## config.mk

```make
export PLATFORM = sky130hd
export DESIGN_NAME = seq_shift_unit
export DESIGN_NICKNAME = d
export VERILOG_FILES = /design/src/rtl/shift_pkg.sv /design/src/rtl/shift_step.sv /design/src/rtl/seq_shift_unit.sv
export SDC_FILE = /design/constraint.sdc
export NUM_CORES = 1
export LEC_CHECK = 0
export BUFFER_PORTS_ARGS = -buffer_cell sky130_fd_sc_hd__buf_2
export CAP_MARGIN = 30
export CELL_PAD_IN_SITES_DETAIL_PLACEMENT = 0
export CELL_PAD_IN_SITES_GLOBAL_PLACEMENT = 1
export CORE_UTILIZATION = 40
export CTS_CLUSTER_SIZE = 14
export DETAILED_ROUTE_END_ITERATION = 10
export PLACE_DENSITY_LB_ADDON = 0.1
export SETUP_SLACK_MARGIN = 0.4
export SKIP_CTS_REPAIR_TIMING = 1
export SYNTH_ARGS = -nofsm -noshare
export SYNTH_HDL_FRONTEND = slang
export SYNTH_SLANG_ARGS = --single-unit
```

## constraint.sdc

```tcl
create_clock -name Clock -period 3.5 [get_ports Clock]
set_clock_uncertainty 0.15 [all_clocks]
set_input_delay 0.7 -clock Clock [delete_from_list [all_inputs] [get_ports Clock]]
set_output_delay 0.7 -clock Clock [all_outputs]
set_load 0.01 [all_outputs]
```

## src/rtl/shift_pkg.sv

```systemverilog
// shift_pkg: shared definitions for the sequential shift/rotate unit.
//   Opcodes (OP_*) are also consumed by the datapath control decoder.
//   State encoding (state_e) for the seq_shift_unit FSM.
//   op_legal(): true for the five supported shift/rotate opcodes.
package shift_pkg;

  localparam logic [4:0] OP_SHR  = 5'd5;  // logical right
  localparam logic [4:0] OP_SHRA = 5'd6;  // arithmetic right, sign fill
  localparam logic [4:0] OP_SHL  = 5'd7;  // left, zero fill
  localparam logic [4:0] OP_ROR  = 5'd8;  // rotate right
  localparam logic [4:0] OP_ROL  = 5'd9;  // rotate left

  typedef enum logic [1:0] {
    S_IDLE  = 2'd0,
    S_SHIFT = 2'd1,
    S_DONE  = 2'd2
  } state_e;

  function automatic logic op_legal(input logic [4:0] op);
    return (op == OP_SHR) || (op == OP_SHRA) || (op == OP_SHL) ||
           (op == OP_ROR) || (op == OP_ROL);
  endfunction

endpackage

```

## src/rtl/shift_step.sv

```systemverilog
// shift_step: combinational single-chunk shifter.
//   data_i    : WIDTH-bit value to move
//   op_i      : opcode (shift_pkg OP_*)
//   k_i       : bits to move this chunk, 0..STEP (SW bits wide, SW can hold WIDTH)
//   data_o    : shifted/rotated value (data_i unchanged for k_i=0 or unknown op)
//   out_bit_o : last bit moved out by this chunk, 0 when k_i=0
module shift_step
  import shift_pkg::*;
#(
  parameter int WIDTH = 32,
  parameter int SW    = 6
) (
  input  logic [WIDTH-1:0] data_i,
  input  logic [4:0]       op_i,
  input  logic [SW-1:0]    k_i,
  output logic [WIDTH-1:0] data_o,
  output logic             out_bit_o
);

  logic [SW-1:0]    k_m1;
  logic [SW-1:0]    k_inv;
  logic [WIDTH-1:0] rtmp;
  logic [WIDTH-1:0] ltmp;

  // The last bit moved out is the one sitting k-1 places from the exit end.
  assign k_m1  = k_i - SW'(1);
  assign k_inv = SW'(WIDTH) - k_i;
  assign rtmp  = data_i >> k_m1;
  assign ltmp  = data_i << k_m1;

  always_comb begin
    data_o    = data_i;
    out_bit_o = 1'b0;
    case (op_i)
      OP_SHR: begin
        data_o    = data_i >> k_i;
        out_bit_o = rtmp[0];
      end
      OP_SHRA: begin
        data_o    = $signed(data_i) >>> k_i;
        out_bit_o = rtmp[0];
      end
      OP_SHL: begin
        data_o    = data_i << k_i;
        out_bit_o = ltmp[WIDTH-1];
      end
      // k_inv = WIDTH when k_i = 0; a full-width shift yields 0, so no guard needed.
      OP_ROR: begin
        data_o    = (data_i >> k_i) | (data_i << k_inv);
        out_bit_o = rtmp[0];
      end
      OP_ROL: begin
        data_o    = (data_i << k_i) | (data_i >> k_inv);
        out_bit_o = ltmp[WIDTH-1];
      end
      default: begin
        data_o    = data_i;
        out_bit_o = 1'b0;
      end
    endcase
    if (k_i == '0) begin
      out_bit_o = 1'b0;
    end
  end

endmodule

```

## src/rtl/seq_shift_unit.sv

```systemverilog
// seq_shift_unit: multi-cycle shift/rotate unit, STEP bits per cycle.
//   Clock   : rising-edge clock
//   Clear   : synchronous active-high reset, aborts any operation
//   start   : request, accepted only in IDLE
//   CONTROL : opcode, sampled on accept
//   A       : operand, sampled on accept
//   B       : shift amount, low log2(WIDTH) bits used, sampled on accept
//   busy    : high while shifting
//   done    : one-cycle pulse, result valid
//   err     : pulses with done for an illegal opcode
//   result  : shifted value, held until the next completion
//   carry   : last bit moved out, only when SEQ_SHIFT_CARRY_EN is defined
//
// state   | meaning
// S_IDLE  | waiting for start
// S_SHIFT | moving min(STEP, amt) bits per cycle
// S_DONE  | publish result/done/err on the next edge, then IDLE
module seq_shift_unit
  import shift_pkg::*;
#(
  parameter int WIDTH = 32,
  parameter int STEP  = 1
) (
  input  logic             Clock,
  input  logic             Clear,
  input  logic             start,
  input  logic [4:0]       CONTROL,
  input  logic [WIDTH-1:0] A,
  input  logic [WIDTH-1:0] B,
  output logic             busy,
  output logic             done,
  output logic             err,
  output logic [WIDTH-1:0] result
`ifdef SEQ_SHIFT_CARRY_EN
  ,
  output logic             carry
`endif
);

  localparam int AW = $clog2(WIDTH);
  localparam int SW = AW + 1;  // wide enough to hold STEP (up to WIDTH)

  state_e           state_q;
  logic [WIDTH-1:0] work_q;
  logic [AW-1:0]    amt_q;
  logic [AW-1:0]    amt_d;
  logic [4:0]       op_q;
  logic [WIDTH-1:0] result_q;
  logic             busy_q;
  logic             done_q;
  logic             err_q;
  logic             cout_q;

  logic [SW-1:0]    k_cur;
  logic [WIDTH-1:0] step_data;
  logic             step_out;
  logic [AW-1:0]    b_amt;
  logic             unused_b;

  assign b_amt    = B[AW-1:0];
  assign unused_b = ^B[WIDTH-1:AW];

  assign k_cur = (SW'(amt_q) > SW'(STEP)) ? SW'(STEP) : SW'(amt_q);
  assign amt_d = amt_q - AW'(k_cur);

  shift_step #(
    .WIDTH (WIDTH),
    .SW    (SW)
  ) u_step (
    .data_i    (work_q),
    .op_i      (op_q),
    .k_i       (k_cur),
    .data_o    (step_data),
    .out_bit_o (step_out)
  );

`ifdef SEQ_SHIFT_CARRY_EN
  logic carry_q;
  always_ff @(posedge Clock) begin
    if (Clear) begin
      carry_q <= 1'b0;
    end else if (state_q == S_DONE) begin
      carry_q <= cout_q;
    end
  end
  assign carry = carry_q;
`else
  logic unused_cout;
  assign unused_cout = cout_q;
`endif

  always_ff @(posedge Clock) begin
    if (Clear) begin
      state_q  <= S_IDLE;
      work_q   <= '0;
      amt_q    <= '0;
      op_q     <= '0;
      result_q <= '0;
      busy_q   <= 1'b0;
      done_q   <= 1'b0;
      err_q    <= 1'b0;
      cout_q   <= 1'b0;
    end else begin
      done_q <= 1'b0;
      err_q  <= 1'b0;
      case (state_q)
        S_IDLE: begin
          if (start) begin
            work_q <= A;
            amt_q  <= b_amt;
            op_q   <= CONTROL;
            // Cleared here so zero-amount and illegal ops report no carry.
            cout_q <= 1'b0;
            if (op_legal(CONTROL) && (b_amt != '0)) begin
              state_q <= S_SHIFT;
              busy_q  <= 1'b1;
            end else begin
              state_q <= S_DONE;
            end
          end
        end
        S_SHIFT: begin
          work_q <= step_data;
          cout_q <= step_out;
          amt_q  <= amt_d;
          if (amt_d == '0) begin
            state_q <= S_DONE;
            busy_q  <= 1'b0;
          end
        end
        S_DONE: begin
          result_q <= work_q;
          done_q   <= 1'b1;
          err_q    <= !op_legal(op_q);
          state_q  <= S_IDLE;
        end
        default: begin
          state_q <= S_IDLE;
          busy_q  <= 1'b0;
        end
      endcase
    end
  end

  assign busy   = busy_q;
  assign done   = done_q;
  assign err    = err_q;
  assign result = result_q;

endmodule
```

# Yosys cells after proc, flatten, opt, wreduce, memory -nomap -nowiden
# Index checks and enable logic that the tools add are counted.
word_totals:
  ff_bits: 79
  latchBits: 0
  ram_bits: 0
  mem_bits_ro: 0
  inputBits: 72
  output_inout_bits: 35
  word_cells: 70
  memories: 0
op_classes:
  n_addsub: 2
  mul: 0
  div: 0
  order_cmp: 1
  eq_ne: 16
  shift: 5
  muxes: 15
  bitwise_logic: 3
  n_reduce_logical: 20
ops:
  columns: ["op", "count"]
  rows:
  - ["32-bit case mux with 5 select lines", 1]
  - ["32-bit OR", 2]
  - ["32-bit case mux with 2 select lines", 1]
  - ["32-bit 2-to-1 mux", 1]
  - ["32-bit by 5-bit left shift with 32-bit output", 1]
  - ["32-bit by 6-bit left shift with 32-bit output", 1]
  - ["32-bit by 5-bit right shift with 32-bit output", 1]
  - ["32-bit by 6-bit right shift with 32-bit output", 1]
  - ["32-bit by 5-bit >>> shifter with 32-bit output", 1]
  - ["5-bit by 3-bit == test with 1-bit output (second input constant)", 6]
  - ["5-bit by 4-bit == test with 1-bit output (second input constant)", 4]
  - ["5-bit 2-to-1 mux", 2]
  - ["5-bit case mux with 2 select lines", 1]
  - ["1-bit logical OR", 8]
  - ["2-bit 2-to-1 mux", 3]
  - ["2-bit inequality test (second input constant)", 3]
  - ["6-bit inequality test (second input constant)", 1]
  - ["2-bit AND reduction", 3]
  - ["6-bit by 5-bit subtractor with 6-bit output (first input constant)", 1]
  - ["5-bit by 1-bit > comparator with 1-bit output (second input constant)", 1]
  - ["5-bit logical NOT", 1]
  - ["5-bit nonzero test", 1]
  - ["5-bit subtractor", 1]
  - ["1-bit 2-to-1 mux", 4]
  - ["other kinds (12)", 12]

# Longest topological paths before layout
# Gate-level depths: netlist of the first run.
logic_depth:
  word_depth: 9
  mapped_depth: 14
  depth_no_buf: 10

# Cells and area by module
# From an unflattened synthesis of the first run, not the netlist that was laid out.
unflattened:
  hier_cells: 1506
  hier_area_um2: 11837.6
modules_own_cells:
  columns: ["mod", "instances", "cells_each", "area_per_inst_um2", "seq_area_each_um2"]
  rows:
  - ["shift_step", 1, 1091, 8375.5, 0.0]
  - ["seq_shift_unit", 1, 415, 3462.1, 1581.5]

# Worst setup path after synthesis of the first run
# Ideal clock, no wire load.
synth_path:
  kind: "register to register"
  from: "reg amt_q[4]"
  to: "reg work_q[10]"
  setup_ns: 0.133
  arrival_time_ns: 2.684
  t_required_ns: 3.217
  slack_ns: 0.533
  stages_incl_launch_ff: 13
  path_buffers: 4
  period_less_slack_ns: 2.967
  cell_sequence: "dfxtp_1 nor2_1 nand2_1 inv_2 buf_2 buf_2 ha_1 clkbuf_1 clkinv_1 clkbuf_1 a31oi_1 a2111oi_0 o41ai_2"
synth_between:
  elab_chain_len: 7
  elab_cells_between_ends: 12
  classes_between: "1 x add/sub; 1 x order compare; 5 x shift; 3 x mux; 2 x bitwise"
synth_lines:
  columns: ["element", "line", "text"]
  rows:
  - ["start, declared", "seq_shift_unit.sv:45", "logic [AW-1:0] amt_q;"]
  - ["start signal, assigned", "seq_shift_unit.sv:110", "amt_q <= b_amt;"]
  - ["start signal, assigned", "seq_shift_unit.sv:125", "amt_q <= amt_d;"]
  - ["5-bit by 1-bit > comparator with 1-bit output", "seq_shift_unit.sv:63", "assign k_cur = (SW'(amt_q) > SW'(STEP)) ? SW'(STEP) : SW'(amt_q);"]
  - ["5-bit 2-to-1 mux (*)", "seq_shift_unit.sv:63", null]
  - ["6-bit by 5-bit subtractor with 6-bit output", "shift_step.sv:27", "assign k_inv = SW'(WIDTH) - k_i;"]
  - ["32-bit by 6-bit right shift with 32-bit output / 32-bit by 6-bit left shift with 32-bit output (equally long branches)", "shift_step.sv:53, shift_step.sv:49", null]
  - ["32-bit OR, on equally long branches", "shift_step.sv:53, shift_step.sv:49", null]
  - ["32-bit case mux with 5 select lines (*)", "shift_step.sv:34", "case (op_i)"]
  - ["32-bit case mux with 2 select lines (*)", "seq_shift_unit.sv:106", "case (state_q)"]
  - ["end signal, assigned", "seq_shift_unit.sv:123", "work_q <= step_data;"]
  - ["end, declared", "seq_shift_unit.sv:44", "logic [WIDTH-1:0] work_q;"]
# Mark *: on every way between the ends. The rest lies on a longest branch, timed or not.
# A chain may end at the register's enable or synchronous reset.

# Worst setup path in the final report of the first run
layout_path:
  from: "reg amt_q[1]"
  to: "reg work_q[10]"
# The elaborated chain is that of the path after synthesis.

==> out/results.ini, run 1 <==
[outcome]
status=finished, final reports clean

[worst_setup_path]
cp_top_family=buffers and inverters
cp_max_fo=16
r2r-start=amt_q[1]
crit_buf_inv=5
r2r_slack_ns=0.35
slowest_delay_ns=0.63
crit_path_end_kind=flip-flop
r2r_cells=12
crit_top_cell=buf_4
r2r-end=work_q[10]
arrival_ns=3.22
cp.required_ns=3.58
cp_slowest_cell=a2111oi_1
path_cells=nor3_4 -> nand2_2 -> inv_2 -> ha_1 -> buf_4 -> clkinv_1 -> buf_4 -> nor2_1 -> a31oi_1 -> a2111oi_1 -> buf_4 -> o41ai_2
path_class=reg -> reg
crit_path_start_kind=flip-flop

[sta]
worst_slew_pin_slew_ns=0.9786
setup_slack_ns=0.3525
setup_tns_ns=0
maxSlewHeadroom=0.3476
rsz0062_at_grt=yes
finalSetupViolations=0
timing.fmax_mhz=317.7
fin_crit_sh=0.8993
slew_violations=0
final_hold_viol_count=0
fin_crit_ns=3.148

[min_path]
min_from=result[14]
hp-class=reg -> reg
hold_end=result[14]
whs_path_depth=2

[clocking]
cts.sinks=79
cts_tree=yes
clkTransAtPathRegs_ns=0.07
insertion_delay_ns=0.35
cts_max_level=3
cts-root-buf=clkbuf_16
cts_buffers=9
clockBufferDepth=2

[flow_run]
cap_violations=0

[floorplanning]
initial_core_util=0.4136
die_x_um=116.9
num_rows=41
die_h_um=116.9
die_area_um2=13670
coreArea_um2=12770
ioPinCount=107

[cells_and_area]
final_common_cell=nand2_1
nNetsFinal=867
drive_above_1_share=0.1817
final_cell_mix=nand2_1 (152), a21oi_1 (85), dfxtp_1 (79), buf_2 (79), nor2_1 (73)
syn_to_final_growth_pct=14.66
antenna_cells=0
nFillCells=1363

[routing]
drt_iter0_drc=673
dr_wl_met2_um=8606
wl_per_cell_um=20.01
wl_met1_um=8664
dr.pass1.iters=6
drt_wl_total_um=19410
dr.max_layer_used=met4
vias=6034
drc=0
antenna_left=0
avgViaCountPerCell=6.221
route.met3.wl_um=1538

[synth]
synth_cell_type_count=70
ys_seq_area_frac=0.2994
synth_edf_count=0
synth_nets=835
syn_area_um2=5283
synth_top_area_frac=0.2994
yosys.area.top_type=dfxtp_1
yosys_warnings=0
async_flop_share=0
synth_area_per_cell_um2=6.942
ys.flop_type=dfxtp_1
synth_seq_cells=79
synth_area_leaders=dfxtp_1 (30%), nand2_1 (11%), a21oi_1 (8.1%)
netlist_instances=761

[global_routing]
antenna_found_initial=0
grt_max_degree=67
first_global_vias=5479
gr-total-overflow=0
grt_pass1_wl_um=30300
grt_usage=0.2939

[place]
dp_slack_ns=0.3637
io_buffers=79
post-dp-hpwl_um=13310
gpl.final_weighted_congestion=0.9097

[power_and_ir_drop]
total_leakage_power_nw=2.254
ir_worst_vdd_v=0.0002247
p_sw_mw=1.058
swShare=0.3716
intPower_mw=1.788
power.density_nw_per_um2=469.9
combPwrFrac=0.282
pwr-share-seq=0.375
clkPwrFrac=0.343

==> state kept, by name (all words and copies together) (netlist names) <==
register and flops:
amt_q 5, busy 1, done 1, err 1
op_q 5, result 32, state_q 2, work_q 32
==> metal layers <==
metal	up-vias	GRT usage
met5	-	0
met4	0	0.1451
met3	42	0.04377
met2	279	0.4462
met1	2887	0.4061
li1	2826	-
==> final cells by class <==
| cell class | count | area [um2] | area share |
|---|---|---|---|
| clock buffer | 9 | 225.2 | 0.03718 |
| timing repair buffer | 102 | 580.6 | 0.09585 |
| tap | 172 | 215.2 | 0.03553 |
| inverter | 7 | 26.28 | 0.004338 |
| sequential | 79 | 1582 | 0.2611 |
| clock inverter | 7 | 78.83 | 0.01301 |
| multi-input combinational | 594 | 3349 | 0.5530 |
==> stage by stage <==
stage / utilization / hold slack (ns) / power, mW / cells / instance area (um2)
2_1_floorplan: - / 0.2953 / 1.625 / 761 / 5283
3_3_place_gp: 0.4501 / 0.2908 / 1.859 / 954 / 5749
3_5_place_dp: 0.4501 / 0.2946 / 1.868 / 954 / 5749
4_1_cts: 0.4739 / 0.3042 / 2.846 / 970 / 6053
5_1_grt: 0.4742 / 0.3197 / 2.987 / 970 / 6057
6_report: 0.4742 / 0.3035 / 2.846 / 970 / 6057
==> synth_stat cells, drive strengths merged (2+ instances only) <==
library cell and number:
o211ai 13, nor4 7, mux4 2, nor2b 3, nand3 24, nor3 18
o311ai 3, buf 28, nand2 153, a2111oi 7, a221oi 4, o41ai 10
inv 6, a31oi 15, o32ai 6, a21boi 3, o22ai 6, nor2 74
o21ai 47, ha 2, or3 11, a22oi 3, a211oi 22, nand4 3
clkbuf 53, dfxtp 79, a41oi 3, or3b 2, nor3b 2, nand2b 5
a21oi 88, o31ai 2, and3 4, o221ai 2, a21o 3, a311oi 5
nand3b 11, o2111ai 3, or2 2, mux2i 14
==> cell families (layout without fill, tap and decap cells) <==
kind of cell               after synthesis  after routing  share of synthesized area
AOI/OAI and AO/OA                      251            251                     0.3131
adders and majority gates                2              2                   0.004736
DFF                                     79             79                     0.2994
buffers and inverters                   88            125                    0.06940
and+or+nand+nor                        323            323                     0.2755
muxes                                   17             17                    0.03718
other                                    1              1                  0.0007099
==> how the worst max path moves through the flow <==
stage	startpoint	endpoint	slack, ns	cells past startpoint
global placement	amt_q[1]	work_q[10]	0.33	12
CTS	amt_q[1]	work_q[10]	0.33	12
detailed placement	amt_q[1]	work_q[10]	0.36	12
global route	amt_q[1]	work_q[10]	0.29	12
finish	amt_q[1]	work_q[10]	0.35	12
floorplan	amt_q[4]	work_q[10]	0.53	12
==> power by group through the flow <==
stage	Combinational [mW]	Clock (mW)	Sequential, mW
final	0.803	0.976	1.07
after global routing	0.878	1.04	1.07
after CTS	0.788	0.995	1.06
after detailed placement	0.785	0	1.08
after global placement	0.776	0	1.08
after floorplan	0.608	0	1.02
==> worst reg2reg max path: stages (launching register included) <==
cell and delay (ns):
dfxtp_1 0.47, nor3_4 0.11, nand2_2 0.10, inv_2 0.04
ha_1 0.27, buf_4 0.18, clkinv_1 0.32, buf_4 0.33
nor2_1 0.10, a31oi_1 0.06, a2111oi_1 0.63, buf_4 0.22
o41ai_2 0.05
Note: power is estimated with default switching activity, not from simulation.
==> run 2: changes to the inputs <==
--- a/config.mk
+++ b/config.mk
@@ -9,7 +9,7 @@
 export CAP_MARGIN = 30
 export CELL_PAD_IN_SITES_DETAIL_PLACEMENT = 0
 export CELL_PAD_IN_SITES_GLOBAL_PLACEMENT = 1
-export CORE_UTILIZATION = 40
+export CORE_UTILIZATION = 35
 export CTS_CLUSTER_SIZE = 14
 export DETAILED_ROUTE_END_ITERATION = 10
 export PLACE_DENSITY_LB_ADDON = 0.1
==> out/results.ini, run 2 (same netlist as run 1, synthesis figures left out) <==
[outcome]
status=complete, but fails checks
violations=design-rule violations

[sta]
worst_slew_pin_slew_ns=0.7749
final_hold_viol_count=0
slew_violations=0
rsz0062_at_grt=no
timing.fmax_mhz=354.7
fin_crit_ns=2.820
finalSetupViolations=0
setup_slack_ns=0.6804
setup_tns_ns=0
fin_crit_sh=0.8056
maxSlewHeadroom=0.4701
whs_ns=0.3059

[power_and_ir_drop]
total_leakage_power_nw=2.282
power.density_nw_per_um2=472.7
ir_worst_vdd_v=0.0002518
total_power_mw=2.892

[routing]
drt_iter0_drc=462
vias=5896
dr.pass1.iters=9
wl_per_cell_um=20.44
antenna_left=0
avgViaCountPerCell=5.968
drc=6
drt_wl_total_um=20200

[clocking]
clockBufferDepth=2
cts_max_level=3
cts.sinks=79
cts-root-buf=clkbuf_16
insertion_delay_ns=0.36
clkTransAtPathRegs_ns=0.07
cts_tree=yes
cts_buffers=9

[floorplanning]
die_x_um=124.9
initial_core_util=0.3607
die_area_um2=15590
ioPinCount=107
die_h_um=124.9
num_rows=44
coreArea_um2=14640

[worst_setup_path]
cp_top_family=buffers and inverters
crit_path_start_kind=flip-flop
slowest_delay_ns=0.58
crit_buf_inv=3
crit_top_cell=buf_4
arrival_ns=2.92
cp_slowest_cell=buf_4
path_cells=nor2_1 -> buf_4 -> nand2_2 -> buf_4 -> nand2_1 -> nor2_2 -> buf_4 -> a211oi_1 -> o41ai_1
path_class=reg -> reg
cp.required_ns=3.60
crit_path_end_kind=flip-flop
cp_max_fo=66

[cells_and_area]
fin_area_um2=6118
nNetsFinal=873
drive_above_1_share=0.1878
syn_to_final_growth_pct=15.82
final_cells=988
antenna_cells=0
final_util=0.4178
final_cell_mix=nand2_1 (152), a21oi_1 (85), dfxtp_1 (79), buf_2 (79), nor2_1 (73)
final_common_cell=nand2_1

[global_routing]
grt_max_degree=67
antenna_found_initial=0
grt_usage=0.2623
gr-total-overflow=0
grt_pass1_wl_um=32040
first_global_vias=5677

[place]
gpl.final_weighted_congestion=0.8887
dp_slack_ns=0.5611
post-dp-hpwl_um=14240
io_buffers=79
dp.cells=972
placement.cell_area_um2=5804

[min_path]
hp-class=reg -> reg

[flow_run]
cap_violations=0

run 2: cell types whose count changed in the layout (fill, tap and decap cells not counted):
cell,delta
buf_8,+1
buf_4,+6
a2111oi_1,-1
clkinv_2,-1
clkinvlp_4,+1
clkinv_4,-2
inv_8,+2
a2111oi_0,+1
buf_12,-1
run 2: metal layers:
layer	track usage	share of wire
met4	0.1126	0.032
met1	0.3524	0.45
met5	0	0
met3	0.04553	0.064
met2	0.4124	0.46
run 2: final cells by class:
| cell class | instances | area [um2] |
|---|---|---|
| inverters | 7 | 26.28 |
| well taps | 184 | 230.2 |
| repair buffers | 108 | 620.6 |
| clock buffers | 9 | 225.2 |
| flip-flops and latches | 79 | 1582 |
| multi-input cells | 594 | 3348 |
| clock inverters | 7 | 86.33 |
| fillers | 1580 | 8526 |
run 2: final timing paths:
check | from | end | slack [ns] | cells after the start
setup / recovery | amt_q[4] | work_q[15] | 0.68 | 9
hold / removal | result[0] | result[0] | 0.31 | 2
setup reg to reg | amt_q[4] | work_q[15] | 0.68 | 9
hold reg to reg | result[0] | result[0] | 0.31 | 2
run 2: power by group:
| group | internal [mW] | switching (mW) |
|---|---|---|
| logic | 0.282 | 0.538 |
| clock network | 0.569 | 0.438 |
| registers | 0.953 | 0.113 |
| total | 1.80 | 1.09 |
run 2: tightest hold or removal path, delay by kind of cell (launching register included):
family,cells,cell delay (ns)
flops,1,0.31
simple gates,1,0.05
compound gates,1,0.05
